`src/rtl/usb_in_ep_sched.sv`:
```
// usb_in_ep_sched: per-endpoint IN packet scheduler. Holds one armed packet
// descriptor per IN endpoint, feeds the IN protocol engine with has-data,
// data-done and packet bytes fetched from the packet SRAM, and retires
// descriptors on ACK (or on data completion for isochronous endpoints).
module usb_in_ep_sched #(
  parameter int NumInEps         = 12,
  parameter int MaxInPktSizeByte = 32,
  parameter int NumBuffers       = 32,
  parameter int SramAw           = 10
) (
  input  logic                                  clk_48mhz_i,
  input  logic                                  rst_ni,
  input  logic                                  link_reset_i,
  input  logic                                  cfg_wr_i,
  input  logic [3:0]                            cfg_ep_i,
  input  logic [$clog2(NumBuffers)-1:0]         cfg_buf_i,
  input  logic [$clog2(MaxInPktSizeByte):0]     cfg_size_i,
  input  logic                                  cfg_rdy_i,
  output logic                                  cfg_err_o,
  output logic [NumInEps-1:0]                   sent_o,
  input  logic [NumInEps-1:0]                   in_ep_iso_i,
  input  logic [3:0]                            in_ep_current_i,
  input  logic                                  in_ep_newpkt_i,
  input  logic                                  in_ep_acked_i,
  input  logic                                  in_ep_rollback_i,
  input  logic                                  in_ep_data_get_i,
  input  logic [$clog2(MaxInPktSizeByte)-1:0]   in_ep_get_addr_i,
  output logic [NumInEps-1:0]                   in_ep_has_data_o,
  output logic [NumInEps-1:0]                   in_ep_data_done_o,
  output logic [7:0]                            in_ep_data_o,
  output logic                                  mem_req_o,
  output logic [SramAw-1:0]                     mem_addr_o,
  input  logic [31:0]                           mem_rdata_i
);

  localparam int PktW = $clog2(MaxInPktSizeByte);
  localparam int BufW = $clog2(NumBuffers);
  localparam logic [PktW:0] MaxSize = (PktW+1)'(MaxInPktSizeByte);

  typedef enum logic {StIdle, StActive} state_e;

  state_e                state_q, state_d;
  logic [3:0]            ep_q, ep_d;
  logic [NumInEps-1:0]   rdy_q;
  logic [BufW-1:0]       buf_q  [NumInEps];
  logic [PktW:0]         size_q [NumInEps];
  logic [1:0]            lane_q;
  logic                  cfg_err_q;
  logic [NumInEps-1:0]   sent_q;

  logic [NumInEps-1:0]   ep_q_oh, cur_oh, cfg_oh;
  logic [BufW-1:0]       buf_cur;
  logic                  iso_done, retire;
  logic                  cfg_bad, cfg_accept, cfg_reject;
  logic                  unused_data_get;

  // The engine drives byte fetches purely by address; the get strobe is not needed.
  assign unused_data_get = in_ep_data_get_i;

  // Endpoint decodes, current-endpoint buffer lookup and data-done flags.
  always_comb begin
    ep_q_oh           = '0;
    cur_oh            = '0;
    cfg_oh            = '0;
    buf_cur           = '0;
    in_ep_data_done_o = '0;
    for (int i = 0; i < NumInEps; i++) begin
      ep_q_oh[i] = (ep_q == 4'(i));
      cur_oh[i]  = (in_ep_current_i == 4'(i));
      cfg_oh[i]  = (cfg_ep_i == 4'(i));
      if (cur_oh[i]) begin
        buf_cur = buf_q[i];
      end
      in_ep_data_done_o[i] = cur_oh[i] & ({1'b0, in_ep_get_addr_i} >= size_q[i]);
    end
  end

  // An isochronous packet retires as soon as the engine has consumed all its bytes.
  assign iso_done = |(ep_q_oh & in_ep_iso_i & rdy_q & in_ep_data_done_o);

  // Config write validation: bad endpoint, oversize, or endpoint in use by the engine.
  assign cfg_bad = ({1'b0, cfg_ep_i} >= 5'(NumInEps)) |
                   (cfg_size_i > MaxSize) |
                   ((state_q == StActive) & (cfg_ep_i == ep_q)) |
                   (in_ep_newpkt_i & (cfg_ep_i == in_ep_current_i));
  assign cfg_accept = cfg_wr_i & ~link_reset_i & ~cfg_bad;
  assign cfg_reject = cfg_wr_i & ~link_reset_i & cfg_bad;

  // FSM state register.
  always_ff @(posedge clk_48mhz_i) begin
    if (!rst_ni) begin
      state_q <= StIdle;
      ep_q    <= '0;
    end else begin
      state_q <= state_d;
      ep_q    <= ep_d;
    end
  end

  // FSM next state: link reset, then newpkt, then ack/rollback/iso completion.
  always_comb begin
    state_d = state_q;
    ep_d    = ep_q;
    if (link_reset_i) begin
      state_d = StIdle;
    end else begin
      case (state_q)
        StIdle: begin
          if (in_ep_newpkt_i) begin
            state_d = StActive;
            ep_d    = in_ep_current_i;
          end
        end
        StActive: begin
          if (in_ep_newpkt_i) begin
            ep_d = in_ep_current_i;
          end else if (in_ep_acked_i | in_ep_rollback_i | iso_done) begin
            state_d = StIdle;
          end
        end
        default: state_d = StIdle;
      endcase
    end
  end

  // FSM outputs: retirement of the active descriptor; rollback keeps it armed.
  always_comb begin
    retire = 1'b0;
    if ((state_q == StActive) && !link_reset_i && !in_ep_newpkt_i) begin
      retire = in_ep_acked_i | (~in_ep_rollback_i & iso_done);
    end
  end

  // Descriptor table, byte lane and registered status pulses.
  always_ff @(posedge clk_48mhz_i) begin
    if (!rst_ni) begin
      rdy_q     <= '0;
      lane_q    <= '0;
      cfg_err_q <= 1'b0;
      sent_q    <= '0;
      for (int i = 0; i < NumInEps; i++) begin
        buf_q[i]  <= '0;
        size_q[i] <= '0;
      end
    end else begin
      lane_q    <= in_ep_get_addr_i[1:0];
      cfg_err_q <= cfg_reject;
      sent_q    <= retire ? ep_q_oh : '0;
      if (link_reset_i) begin
        rdy_q <= '0;
      end else begin
        for (int i = 0; i < NumInEps; i++) begin
          if (cfg_accept && cfg_oh[i]) begin
            rdy_q[i]  <= cfg_rdy_i;
            buf_q[i]  <= cfg_buf_i;
            size_q[i] <= cfg_size_i;
          end
          if (retire && ep_q_oh[i]) begin
            rdy_q[i] <= 1'b0;
          end
        end
      end
    end
  end

  assign cfg_err_o        = cfg_err_q;
  assign sent_o           = sent_q;
  assign in_ep_has_data_o = rdy_q;
  assign mem_req_o        = (state_q == StActive) | in_ep_newpkt_i;
  assign mem_addr_o       = SramAw'(buf_cur) * SramAw'(MaxInPktSizeByte / 4) +
                            SramAw'(in_ep_get_addr_i[PktW-1:2]);
  assign in_ep_data_o     = mem_rdata_i[{lane_q, 3'b000} +: 8];

endmodule
```
`config.mk`:
```
export PLATFORM = sky130hd
export DESIGN_NAME = usb_in_ep_sched
export DESIGN_NICKNAME = d
export VERILOG_FILES = /design/src/rtl/usb_in_ep_sched.sv
export SDC_FILE = /design/constraint.sdc
export NUM_CORES = 1
export LEC_CHECK = 0
export CORE_UTILIZATION = 44
export DETAILED_ROUTE_END_ITERATION = 8
export GPL_ROUTABILITY_DRIVEN = 0
export PLACE_DENSITY_LB_ADDON = 0.12
export SLEW_MARGIN = 20
export SYNTH_ARGS = -nofsm -noshare
export SYNTH_HDL_FRONTEND = slang
export SYNTH_SLANG_ARGS = --single-unit
```
`constraint.sdc`:
```
create_clock -name clk_48mhz_i -period 11.07 [get_ports clk_48mhz_i]
set_clock_uncertainty 0.1 [all_clocks]
set_input_delay 3.321 -clock clk_48mhz_i [delete_from_list [all_inputs] [get_ports clk_48mhz_i]]
set_output_delay 3.321 -clock clk_48mhz_i [all_outputs]
set_load 0.005 [all_outputs]
```
; Word-level counts from Yosys, hierarchy flattened
; Memory sizes are Yosys's and may differ from the RTL's.
; Cells that the tools add are included.
[word_totals]
register_bits = 32
latch_bits = 0
mem_bits_rw = 132
mem_bits_ro = 0
out_inout_bits = 56
wordCells = 265
n_memories = 2
[mem_list]
columns = memory, depth, width, read_ports, rd_clocked_by_memory_dff, write_ports, line_no
row1 = size_q, 12, 6, 12, 0, 12, 46  ; logic [PktW:0] size_q [NumInEps];
row2 = buf_q, 12, 5, 12, 0, 12, 45  ; logic [BufW-1:0] buf_q [NumInEps];
[classes]
add_sub_neg = 1
multipliers = 0
div = 0
magnitude_cmp = 14
n_eq_ne = 35
n_shift = 1
n_mux = 91
n_bitwise = 57
n_reduce_logical = 47
[ops]
columns = operator, n
row1 = $mux W5, 24
row2 = $ge A5 B6 Y1, 12
row3 = $mux W6, 12
row4 = $mux W1, 53
row5 = $eq A4 B3 Y1 const B, 12
row6 = $eq A4 B4 Y1 const B, 12
row7 = $and A12 B12 Y12, 3
row8 = $reduce_or A3 Y1, 12
row9 = $shiftx A32 B6 Y8, 1
row10 = $or A1 B1 Y1, 31
row11 = $logic_and A1 B1 Y1, 26
row12 = $eq A4 B2 Y1 const B, 6
row13 = $and A1 B1 Y1, 18
row14 = $eq A4 B1 Y1 const B, 3
row15 = $logic_not A4 Y1, 3
row16 = $reduce_or A12 Y1, 1
row17 = $add A8 B3 Y9, 1
row18 = $eq A4 B4 Y1, 2
row19 = $gt A6 B6 Y1 const B, 1
row20 = $not A1 Y1, 5
row21 = $ge A4 B4 Y1 const B, 1
row22 = $mux W4, 1
row23 = $reduce_and A2 Y1, 2
row24 = $logic_not A1 Y1, 2
row25 = other kinds (2), 2

; Longest topological paths before layout
[depth]
ltp_word = 14
mapped_depth = 11
mapped_depth_nobuf = 9

; Worst setup path after synthesis
; OpenSTA, ideal clock, no wires.
[synth_timing]
path_kind = input port to output port
startpoint = in in_ep_current_i[3]
endpoint = out mem_addr_o[3]
arrival_time_ps = 4955
required_ps = 7649
setup_slack_ps = 2694
stages = 8
n_path_buf = 2
path_cell_list = buf_6 or2_1 buf_6 or3_1 mux4_2 mux2_2 o21ai_1 o21ai_1
[synth_via]
elab_chain_len = 14
elab_cells_between_ends = 25
classes_between = 1 x add/sub / 11 x eq/ne / 12 x mux / 1 x reduce/logical
[synth_rtl]
columns = item, line_no
row1 = from (decl), 22  ; input logic [3:0] in_ep_current_i,
row2 = $logic_not A4 Y1, 69  ; cur_oh[i] = (in_ep_current_i == 4'(i));
row3 = $mux W5 (11 in a row), 71  ; if (cur_oh[i]) begin
row4 = $mux W5 (*), 71
row5 = $add A8 B3 Y9 (*), 170  ; assign mem_addr_o = SramAw'(buf_cur) * SramAw'(MaxInPktSizeByte / 4) +
row6 = to (decl), 32  ; output logic [SramAw-1:0] mem_addr_o,
; Mark *: on every way between the ends. The rest lies on a longest branch, timed or not.

; Worst setup path in the final report
[layout_timing]
startpoint = in in_ep_current_i[2]
endpoint = out mem_addr_o[3]
; Same word-level chain as after synthesis.

==> impl_metrics.py <==
metrics = {
    "route": {
        "wl_um": 24400,
        "drtAntennaViolNets": 0,
        "post-route-drc-count": 0,
        "wl_per_cell_um": 20.8,
        "dr_total_vias": 6523,
        "dr.pass1.iters": 5,
        "drtIter0Drc": 464,
        "vias_per_cell": 5.55,
    },
    "clock_tree": {
        "clkLatencyLatePin_ns": 0.43,
        "cts_buffers": 17,
        "clk_pin_slew_ns": 0.07,
        "cts_tree": "done",
        "cts-root-buf": "clkbuf_16",
        "htree_levels": 4,
        "cts_hold_buf": 0,
        "clock_sinks": 164,
        "cts_resized": 0,
        "post_cts_buffers": 0,
        "cts_buffer_depth": 2,
    },
    "global_route": {
        "grt_usage": 0.253,
        "gr-usage-met1": 0.312,
        "met3_usage": 0.0433,
        "grt_pass1_wl_um": 37400,
        "globalRouteMet2Util": 0.431,
        "grt-busiest-layer": "met2",
        "grt_max_degree": 44,
        "antenna_found_initial": 0,
        "overflow": 0,
        "first_global_vias": 6627,
    },
    "power_and_ir_drop": {
        "clkPwrFrac": 0.401,
        "seq_power_share": 0.477,
        "netSwitchingFraction": 0.247,
        "p_total_mw": 1.48,
        "comb_power_share": 0.122,
        "intPower_mw": 1.12,
        "p_per_area_nw_per_um2": 138,
        "p_sw_uw": 367,
        "leakage_nw": 4.20,
        "peakVddDrop_mv": 0.102,
    },
    "logic_synthesis": {
        "ys_async_sr_fraction": 0,
        "syn_inst": 799,
        "ys_seq_area_frac": 0.524,
        "netlist-cell-type-count": 62,
        "ys_warn_count": 0,
        "avgSynthCellArea_um2": 11.0,
        "synth_edf_count": 132,
        "synth_area_um2": 8780,
        "synth_seq_cells": 164,
        "synth_top_flop_cell": "edfxtp_1",
    },
    "sta": {
        "setup_viol": 0,
        "final.min_clock_period_ns": 9.70,
        "relSlewSlack": 0.381,
        "rsz0062_at_grt": "no",
        "finalCritPeriodShare": 0.876,
        "hold_viol": 0,
        "maxSlewViolCount": 0,
        "setup_slack_ns": 1.37,
        "timing.setup.tns_ns": 0,
        "max_freq_ghz": 0.103,
        "worst_pin_slew_ns": 0.925,
    },
    "floorplanning": {
        "dieHeight_um": 143,
        "initial_core_util": 0.450,
        "fp.coreArea_um2": 19500,
        "die_area_um2": 20500,
        "dieWidth_um": 143,
        "io_pins": 133,
        "row_count": 51,
    },
    "layout": {
        "n_antenna_cell": 0,
        "area_growth_pct": 22.6,
        "mostFrequentLayoutCells": "edfxtp_1 (132), clkdlybuf4s50_1 (129), nor2_1 (123), inv_1 (69), ha_1 (60)",
        "nets": 1034,
        "fillers": 1700,
        "final_common_cell": "edfxtp_1",
        "drive_above_1_share": 0.0758,
    },
    "critical_path": {
        "crit_path_end_kind": "output port",
        "setup.worst_path.class": "input pin to output port",
        "crit_fanout": 21,
        "crit_arrival_ns": 6.28,
        "cp.required_ns": 7.65,
        "cpPeakStageDelay_ns": 0.89,
        "cp_num_buf_inv": 2,
        "worstPathCellList": "clkdlybuf4s50_1, or3_1, mux4_2, mux2_2, o21ai_1, o21ai_1, clkdlybuf4s50_1",
        "critPathLaunchType": "input pin",
        "cpMaxStageDelayCell": "clkdlybuf4s50_1",
        "critPathTopFamily": "buffers and inverters",
    },
    "place": {
        "place_ws_ns": 1.37,
        "port_buffers": 129,
        "place_hpwl_um": 17700,
    },
    "min_path": {
        "min-delay-path-class": "register to register",
    },
    "run_status": {
        "outcome": "finished, final reports clean",
    },
    "job": {
        "maxCapViolCount": 0,
    },
}
-- worst reg2reg max path, stage by stage (launching register included) --
cell and delay, ns:
dfxtp_1 0.61, or3_1 0.19, a21oi_1 0.07, o2111ai_2 0.33, and2_1 0.39, nand3_2 0.45
nand2_1 0.64
-- metrics by stage --
stage,utilization,cells,hold slack (ns),instance area (um^2)
final,0.551,1175,0.462,10800
after global routing,0.551,1175,0.486,10800
after CTS,0.551,1175,0.469,10800
after detailed placement,0.521,1143,0.457,10200
after global placement,0.521,1143,0.439,10200
after floorplan,-,800,0.378,8780
-- flip-flops by register name (all words and copies together), names as in the netlist --
signal / count
buf_q: 60
cfg_err_o: 1
ep_q: 4
in_ep_has_data_o: 12
lane_q: 2
sent_o: 12
size_q: 72
state_q: 1
-- path summary, 6_finish.rpt --
path	startpoint	to	slack, ns	depth (start not counted)
worst max-delay path	in_ep_current_i[2]	mem_addr_o[3]	1.37	7
worst min-delay path	in_ep_has_data_o[10]$_SDFFE_PP0P_	in_ep_has_data_o[10]$_SDFFE_PP0P_	0.46	2
worst max register to register	ep_q[2]$_SDFFE_PN0P_	size_q[1][2]$_SDFFCE_PN0P_	7.93	6
worst min register to register	in_ep_has_data_o[10]$_SDFFE_PP0P_	in_ep_has_data_o[10]$_SDFFE_PP0P_	0.46	2
-- power groups by stage --
stage                     clock [mW]  sequential [mW]  combinational [mW]
after floorplan                    0            0.714               0.102
after global placement             0            0.720               0.175
after detailed placement           0            0.721               0.181
after CTS                      0.599            0.708               0.182
after global routing           0.625            0.711               0.199
final                          0.596            0.708               0.181
-- cell usage after synthesis (all sizes together), types with 6 or more instances --
master	number	area [um^2]
nand2	53	199
and2	8	50.1
mux2i	20	200
a21oi	15	75.1
inv	69	259
mux4	17	383
nor2	123	462
edfxtp	132	3960
o211ai	10	75.1
nor2b	20	125
nor3	13	65.1
and3	8	50.1
buf	30	188
o21ai	23	115
clkbuf	28	105
dfxtp	32	641
nand4	13	81.3
a211oi	7	52.6
and4	9	78.8
ha	60	751
nand2b	15	93.8
a21o	6	45.0
nand3	11	70.1
a31oi	10	62.6
-- metal layers --
layer / wire, um / vias up
met5: 0 / -
met4: 751 / 0
met1: 9940 / 3195
li1: - / 3043
met2: 12400 / 236
met3: 1330 / 49
-- layout make-up --
type                    count  area (um^2)  share of cell area
repair buffers            136         1340               0.125
multi-input cells         509         3630               0.338
well taps                 265          332              0.0308
flip-flops and latches    164         4600               0.428
inverters                  69          259              0.0241
clock buffers              18          439              0.0408
clock inverters            14          153              0.0142
-- logic make-up (layout without fill, tap and decap cells) --
logic type | Yosys count | in the layout | synth area share
fa+ha+maj | 60 | 60 | 0.0855
other cells | 1 | 2 | 0.000427
mux | 42 | 42 | 0.0728
compound gates | 90 | 90 | 0.0697
buf+inv | 127 | 237 | 0.0628
simple gates | 310 | 310 | 0.179
xor+xnor | 5 | 5 | 0.00499
flops | 164 | 164 | 0.524
Note: power is estimated with default switching activity, not from simulation.
